[config.mk]
export PLATFORM = sky130hd
export DESIGN_NAME = icb_arb_2to1
export DESIGN_NICKNAME = d
export VERILOG_FILES = /design/src/rtl/icb_arb_2to1_pkg.sv /design/src/rtl/icb_arb_src_fifo.sv /design/src/rtl/icb_arb_2to1.sv
export SDC_FILE = /design/constraint.sdc
export NUM_CORES = 1
export LEC_CHECK = 0
export CAP_MARGIN = 30
export CORE_AREA = 2 2 127 129
export CTS_BUF_LIST = sky130_fd_sc_hd__clkbuf_4 sky130_fd_sc_hd__clkbuf_8
export DETAILED_ROUTE_END_ITERATION = 8
export DIE_AREA = 0 0 129 131
export GPL_TIMING_DRIVEN = 1
export SETUP_SLACK_MARGIN = 0.2
export SYNTH_ARGS = -nofsm -noshare
export SYNTH_HDL_FRONTEND = slang
export SYNTH_SLANG_ARGS = --single-unit
[constraint.sdc]
create_clock -name clk -period 3.4 [get_ports clk]
set_input_delay 0.85 -clock clk [delete_from_list [all_inputs] [get_ports clk]]
set_output_delay 0.85 -clock clk [all_outputs]
set_load 0.03 [all_outputs]
[src/rtl/icb_arb_2to1_pkg.sv]
`default_nettype none
// +----------------------------------------------------------------------------+
// | icb_arb_2to1_pkg : shared ICB widths, command bundle type, log2 helper      |
// | Rev 1.0                                                                    |
// +----------------------------------------------------------------------------+
package icb_arb_2to1_pkg;

  localparam int ICB_ADDR_W = 32;
  localparam int ICB_DATA_W = 32;
  localparam int ICB_MASK_W = 4;
  localparam int SRC_ID_W   = 1;

  typedef struct packed {
    logic [ICB_ADDR_W-1:0] addr;
    logic                  read;
    logic [ICB_DATA_W-1:0] wdata;
    logic [ICB_MASK_W-1:0] wmask;
  } icb_cmd_t;

  function automatic int clogb2(input int value);
    int r;
    r = 0;
    for (int i = 0; i < 31; i++) begin
      if ((1 << i) < value) r = i + 1;
    end
    return r;
  endfunction

endpackage
`default_nettype wire

[src/rtl/icb_arb_src_fifo.sv]
`default_nettype none
// +----------------------------------------------------------------------------+
// | icb_arb_src_fifo : register FIFO of source ids for in-order response routing|
// | Rev 1.0                                                                    |
// +----------------------------------------------------------------------------+
module icb_arb_src_fifo
  import icb_arb_2to1_pkg::*;
#(
  parameter int DEPTH = 4,
  parameter int WIDTH = SRC_ID_W,
  parameter int CNT_W = clogb2(DEPTH) + 1
) (
  input  logic             clk,
  input  logic             rst,
  input  logic             i_push,
  input  logic [WIDTH-1:0] i_din,
  input  logic             i_pop,
  output logic [WIDTH-1:0] o_head,
  output logic             o_full,
  output logic             o_empty,
  output logic [CNT_W-1:0] o_count
);

  localparam int PTR_W = (DEPTH > 1) ? clogb2(DEPTH) : 1;

  logic [WIDTH-1:0] r_mem [DEPTH];
  logic [PTR_W-1:0] r_rd_ptr;
  logic [PTR_W-1:0] r_wr_ptr;
  logic [CNT_W-1:0] r_count;
  logic             w_push;
  logic             w_pop;

  function automatic logic [PTR_W-1:0] inc_ptr(input logic [PTR_W-1:0] p);
    return (p == PTR_W'(DEPTH - 1)) ? '0 : p + PTR_W'(1);
  endfunction

  // full/empty come from start-of-cycle occupancy, so a pop never frees room for a same-cycle push
  assign o_full  = (r_count == CNT_W'(DEPTH));
  assign o_empty = (r_count == '0);
  assign w_push  = i_push & ~o_full;
  assign w_pop   = i_pop & ~o_empty;
  assign o_head  = r_mem[r_rd_ptr];
  assign o_count = r_count;

  always_ff @(posedge clk) begin
    if (w_push) r_mem[r_wr_ptr] <= i_din;
  end

  always_ff @(posedge clk) begin
    if (rst) begin
      r_rd_ptr <= '0;
      r_wr_ptr <= '0;
      r_count  <= '0;
    end else begin
      if (w_push) r_wr_ptr <= inc_ptr(r_wr_ptr);
      if (w_pop)  r_rd_ptr <= inc_ptr(r_rd_ptr);
      if (w_push & ~w_pop)      r_count <= r_count + CNT_W'(1);
      else if (w_pop & ~w_push) r_count <= r_count - CNT_W'(1);
    end
  end

endmodule
`default_nettype wire

[src/rtl/icb_arb_2to1.sv]
`default_nettype none
// +----------------------------------------------------------------------------+
// | icb_arb_2to1 : merges instruction and data ICB masters onto one SRAM port   |
// | Rev 1.0                                                                    |
// +----------------------------------------------------------------------------+
module icb_arb_2to1
  import icb_arb_2to1_pkg::*;
#(
  parameter int    OUTSTANDING_N    = 4,
  parameter string FIXED_PRIORITY   = "false",
  parameter int    SIMULATION_DELAY = 1
) (
  input  logic                           clk,
  input  logic                           rst,
  input  logic [ICB_ADDR_W-1:0]          s0_icb_cmd_addr,
  input  logic                           s0_icb_cmd_read,
  input  logic [ICB_DATA_W-1:0]          s0_icb_cmd_wdata,
  input  logic [ICB_MASK_W-1:0]          s0_icb_cmd_wmask,
  input  logic                           s0_icb_cmd_valid,
  output logic                           s0_icb_cmd_ready,
  output logic [ICB_DATA_W-1:0]          s0_icb_rsp_rdata,
  output logic                           s0_icb_rsp_err,
  output logic                           s0_icb_rsp_valid,
  input  logic                           s0_icb_rsp_ready,
  input  logic [ICB_ADDR_W-1:0]          s1_icb_cmd_addr,
  input  logic                           s1_icb_cmd_read,
  input  logic [ICB_DATA_W-1:0]          s1_icb_cmd_wdata,
  input  logic [ICB_MASK_W-1:0]          s1_icb_cmd_wmask,
  input  logic                           s1_icb_cmd_valid,
  output logic                           s1_icb_cmd_ready,
  output logic [ICB_DATA_W-1:0]          s1_icb_rsp_rdata,
  output logic                           s1_icb_rsp_err,
  output logic                           s1_icb_rsp_valid,
  input  logic                           s1_icb_rsp_ready,
  output logic [ICB_ADDR_W-1:0]          m_icb_cmd_addr,
  output logic                           m_icb_cmd_read,
  output logic [ICB_DATA_W-1:0]          m_icb_cmd_wdata,
  output logic [ICB_MASK_W-1:0]          m_icb_cmd_wmask,
  output logic                           m_icb_cmd_valid,
  input  logic                           m_icb_cmd_ready,
  input  logic [ICB_DATA_W-1:0]          m_icb_rsp_rdata,
  input  logic                           m_icb_rsp_err,
  input  logic                           m_icb_rsp_valid,
  output logic                           m_icb_rsp_ready,
  output logic [clogb2(OUTSTANDING_N):0] outstanding_cnt,
  output logic                           rsp_orphan_err
);

  localparam bit c_fixed_prio = (FIXED_PRIORITY == "true");

  if (OUTSTANDING_N < 1 || OUTSTANDING_N > 16 ||
      (OUTSTANDING_N & (OUTSTANDING_N - 1)) != 0 || SIMULATION_DELAY < 0) begin : g_param_check
    $error("icb_arb_2to1: illegal parameter value");
  end

  icb_cmd_t            w_s0_cmd;
  icb_cmd_t            w_s1_cmd;
  icb_cmd_t            w_m_cmd;
  logic [SRC_ID_W-1:0] w_sel;
  logic [SRC_ID_W-1:0] w_head;
  logic                w_sel_valid;
  logic                w_full;
  logic                w_empty;
  logic                w_cmd_hs;
  logic                w_pop;
  logic                r_lock;
  logic [SRC_ID_W-1:0] r_lock_src;
  logic [SRC_ID_W-1:0] r_last_grant;
  logic                r_orphan;

  // A locked grant keeps the command fields stable while the slave backpressures
  always_comb begin
    w_sel = '0;
    if (r_lock)                                     w_sel = r_lock_src;
    else if (s0_icb_cmd_valid & s1_icb_cmd_valid)   w_sel = c_fixed_prio ? '0 : ~r_last_grant;
    else if (s1_icb_cmd_valid)                      w_sel = SRC_ID_W'(1);
  end

  assign w_s0_cmd = {s0_icb_cmd_addr, s0_icb_cmd_read, s0_icb_cmd_wdata, s0_icb_cmd_wmask};
  assign w_s1_cmd = {s1_icb_cmd_addr, s1_icb_cmd_read, s1_icb_cmd_wdata, s1_icb_cmd_wmask};
  assign w_m_cmd     = w_sel[0] ? w_s1_cmd : w_s0_cmd;
  assign w_sel_valid = w_sel[0] ? s1_icb_cmd_valid : s0_icb_cmd_valid;

  assign m_icb_cmd_addr   = w_m_cmd.addr;
  assign m_icb_cmd_read   = w_m_cmd.read;
  assign m_icb_cmd_wdata  = w_m_cmd.wdata;
  assign m_icb_cmd_wmask  = w_m_cmd.wmask;
  assign m_icb_cmd_valid  = w_sel_valid & ~w_full;
  assign s0_icb_cmd_ready = ~w_sel[0] & m_icb_cmd_ready & ~w_full;
  assign s1_icb_cmd_ready =  w_sel[0] & m_icb_cmd_ready & ~w_full;
  assign w_cmd_hs         = m_icb_cmd_valid & m_icb_cmd_ready;

  // With nothing outstanding, responses are drained and flagged as orphans
  assign s0_icb_rsp_valid = ~w_empty & ~w_head[0] & m_icb_rsp_valid;
  assign s1_icb_rsp_valid = ~w_empty &  w_head[0] & m_icb_rsp_valid;
  assign m_icb_rsp_ready  = w_empty | (w_head[0] ? s1_icb_rsp_ready : s0_icb_rsp_ready);
  assign s0_icb_rsp_rdata = m_icb_rsp_rdata;
  assign s1_icb_rsp_rdata = m_icb_rsp_rdata;
  assign s0_icb_rsp_err   = m_icb_rsp_err;
  assign s1_icb_rsp_err   = m_icb_rsp_err;
  assign w_pop            = m_icb_rsp_valid & m_icb_rsp_ready & ~w_empty;
  assign rsp_orphan_err   = r_orphan;

  always_ff @(posedge clk) begin
    if (rst) begin
      r_lock       <= 1'b0;
      r_lock_src   <= '0;
      r_last_grant <= SRC_ID_W'(1);
      r_orphan     <= 1'b0;
    end else begin
      if (w_cmd_hs) begin
        r_lock       <= 1'b0;
        r_last_grant <= w_sel;
      end else if (m_icb_cmd_valid & ~r_lock) begin
        r_lock     <= 1'b1;
        r_lock_src <= w_sel;
      end
      if (m_icb_rsp_valid & w_empty) r_orphan <= 1'b1;
    end
  end

  icb_arb_src_fifo #(
    .DEPTH (OUTSTANDING_N),
    .WIDTH (SRC_ID_W)
  ) u_src_fifo (
    .clk     (clk),
    .rst     (rst),
    .i_push  (w_cmd_hs),
    .i_din   (w_sel),
    .i_pop   (w_pop),
    .o_head  (w_head),
    .o_full  (w_full),
    .o_empty (w_empty),
    .o_count (outstanding_cnt)
  );

endmodule
`default_nettype wire

==> flow_summary.toml <==
[placement]
placed_area_um2 = 4259
portBuffers = 224
dp.cells = 608
post-dp-hpwl_um = 8568
place_ws_ns = -0.4106
gp_congestion = 0.7616

[finish]
drive_above_1_share = 0.4372
nets = 601
num-fill-cells = 1696
syn_to_final_growth_pct = 95.57
layout_common_cells = "clkdlybuf4s50_1, mux2_2, buf_2"
stdcell_area_um2 = 4363
final_common_cell = "clkdlybuf4s50_1"
final_cells = 630
n_antenna_cell = 0

[grt]
grt_use_total = 0.1132
gr-usage-met2 = 0.2063
grt_pass1_vias = 2389
antenna_found_initial = 0
grt_pass1_wl_um = 14330
grt.overflow.total = 0
use_met1 = 0.1383
grt-busiest-layer = "met2"
grt_max_degree = 21
met3_usage = 0.02891

[setup_path]
slowest_delay_ns = 0.35
required_ns = 2.55
worstSetupStartpointType = "primary input"
path_max_fanout = 10
crit_arrival_ns = 2.33
cp_slowest_cell = "mux2_2"
crit_chain = "buf_8, and2b_2, a21oi_4, buf_4, buf_6, buf_12, mux2_2, clkbuf_2"
crit_path_start = "s1_icb_cmd_valid"
crit_type = "in2out"
critPathBufInv = 5
critPathTopFamily = "buffers and inverters"
reg2reg_slack_ns = 0.86
reg2reg_depth = 9
r2r_start = "u_src_fifo.r_mem[0]"
end_kind = "output pin"
r2r-end = "u_src_fifo.o_count[2]"

[timing]
setup_slack_ns = 0.2226
fin_crit_sh = 0.9345
clock.fmax_mhz = 314.7
fin_hold_ws_ns = 0.4710
report.final.slew_viol_count = 0
grt_setup_unrepaired = "yes"
max-slew-margin-rel = 0.7031
fin_setup_tns_ns = 0
worst_pin_slew_ns = 0.4416
finalSetupViolCount = 0
hold_viol_final = 0
min_period_ns = 3.177
fin_skew_ns = 0.007427

[cts]
cts_buffers = 3
tritoncts = "done"
clock_path_buffers = 2
clockRootBuffer = "clkbuf_8"
clk_latency_ns = 0.25
clk_pin_slew_worst_paths_ns = 0.06
cts_max_level = 1
cts_sinks = 17

[power_and_ir_drop]
ir_drop_v = 0.0002516
power_density_nw_per_um2 = 397.7
power_leakage_nw = 1.801

[synthesis]
yosys.area.top_type = "mux2_2"
synth_nets = 420
ys_warn_count = 0
syn-cell-area_um2 = 2231
yosysSeqAreaShare = 0.1705
avgSynthCellArea_um2 = 9.534
ys_seq_elements = 17
synth_edf_count = 4
yosys.area.top_type_share = 0.3483
yosys_most_used_dff = "dfxtp_1"
synth_cells = 234
synth-async-reset-ratio = 0
synth_area_leaders = "mux2_2, buf_4, dfxtp_1"
synth.distinct_cells = 33

[route]
via_count = 2349
via_per_inst = 3.729
drt-total-wl_um = 10820
drc = 0
drt.antenna.violating_nets = 0
wl_per_cell_um = 17.17
dr.pass1.iters = 4
drtIter0Drc = 42

[outcome]
outcome = "complete, no violations"

[job]
maxCapViolCount = 0

[floorplan]
die_area_um2 = 16900
rows = 46
start_util = 0.1430
ios = 324
die_h_um = 131
die_w_um = 129
coreArea_um2 = 15600

[worst_hold_path]
hold_class = "reg2reg"
whs_endpoint = "rsp_orphan_err"
hold_start = "rsp_orphan_err"
hold_path_depth = 2
## layer usage
layer,vias to the layer above,routed length [µm]
met2,143,5890
li1,1114,-
met4,0,17
met1,1090,4083
met3,2,829
met5,-,0
## report_power, final
group	total [mW]	switching, mW	internal [mW]
logic	1.27	0.626	0.645
registers	0.304	0.0551	0.249
clock network	0.160	0.0688	0.0911
total	1.74	0.750	0.985
## worst reg2reg max path, cell delays in order, from the launching register on
cell and delay (ns):
edfxtp_1 0.36, mux4_2 0.53, mux2i_2 0.22, inv_1 0.10, ha_1 0.17, inv_1 0.06
fa_1 0.39, xor2_1 0.18, or3_1 0.31, a21oi_1 0.14
## logic make-up (layout without fill, tap and decap cells)
group / count (synthesis) / after routing / synth area share
AOI/OAI and AO/OA: 15 / 15 / 0.04824
and+or+nand+nor: 38 / 38 / 0.08805
adders and majority gates: 7 / 7 / 0.04262
buffers and inverters: 79 / 259 / 0.2557
DFF: 17 / 17 / 0.1705
xor gates and xnor gates: 2 / 2 / 0.007853
muxes: 76 / 76 / 0.3870
## cell usage after synthesis (2+ instances only)
library cell and number:
dfxtp_1 13, ha_1 6, or3_1 2, edfxtp_1 4
nand4_1 2, o21ai_0 3, buf_4 73, mux2_2 69
and2_1 5, nor3_1 2, a21oi_1 5, xor2_1 2
mux2i_1 5, o311ai_0 2, inv_1 5, nand2_1 6
nor2_1 13, or4_1 2
## cell type report
cell class | count | area [µm²] | area share
clock buffer | 4 | 48.80 | 0.01118
inverter | 5 | 18.77 | 0.004302
multi-input combinational | 138 | 1301 | 0.2983
sequential | 17 | 380.4 | 0.08718
tap | 216 | 270.3 | 0.06194
timing repair buffer | 250 | 2344 | 0.5371
## per-stage QoR
step	total power, mW	util
3_3_place_gp	1.504	0.2731
4_1_cts	1.755	0.2825
3_5_place_dp	1.529	0.2731
5_1_grt	1.841	0.2797
2_1_floorplan	1.124	-
6_report	1.735	0.2797
## how the worst max path moves through the flow
stage | to | slack [ns] | cells past startpoint
finish | m_icb_cmd_addr[25] | 0.22 | 8
global route | m_icb_cmd_addr[25] | 0.17 | 8
CTS | m_icb_cmd_addr[25] | 0.1 | 8
detailed placement | m_icb_cmd_addr[25] | -0.41 | 6
global placement | m_icb_cmd_addr[29] | -0.39 | 6
floorplan | s0_icb_cmd_ready | 0.62 | 5
## timing repair
| item | 4_1_cts | 5_1_grt |
|---|---|---|
| resized for setup | 292 | 45 |
| buffers inserted | 13 | 1 |
| setup endpoints to repair | 70 | 28 |
| hold buffers | 0 | 0 |
| pin swaps | 0 | 2 |
| gates cloned | 3 | 1 |
Power figures use the tool's default switching activity.
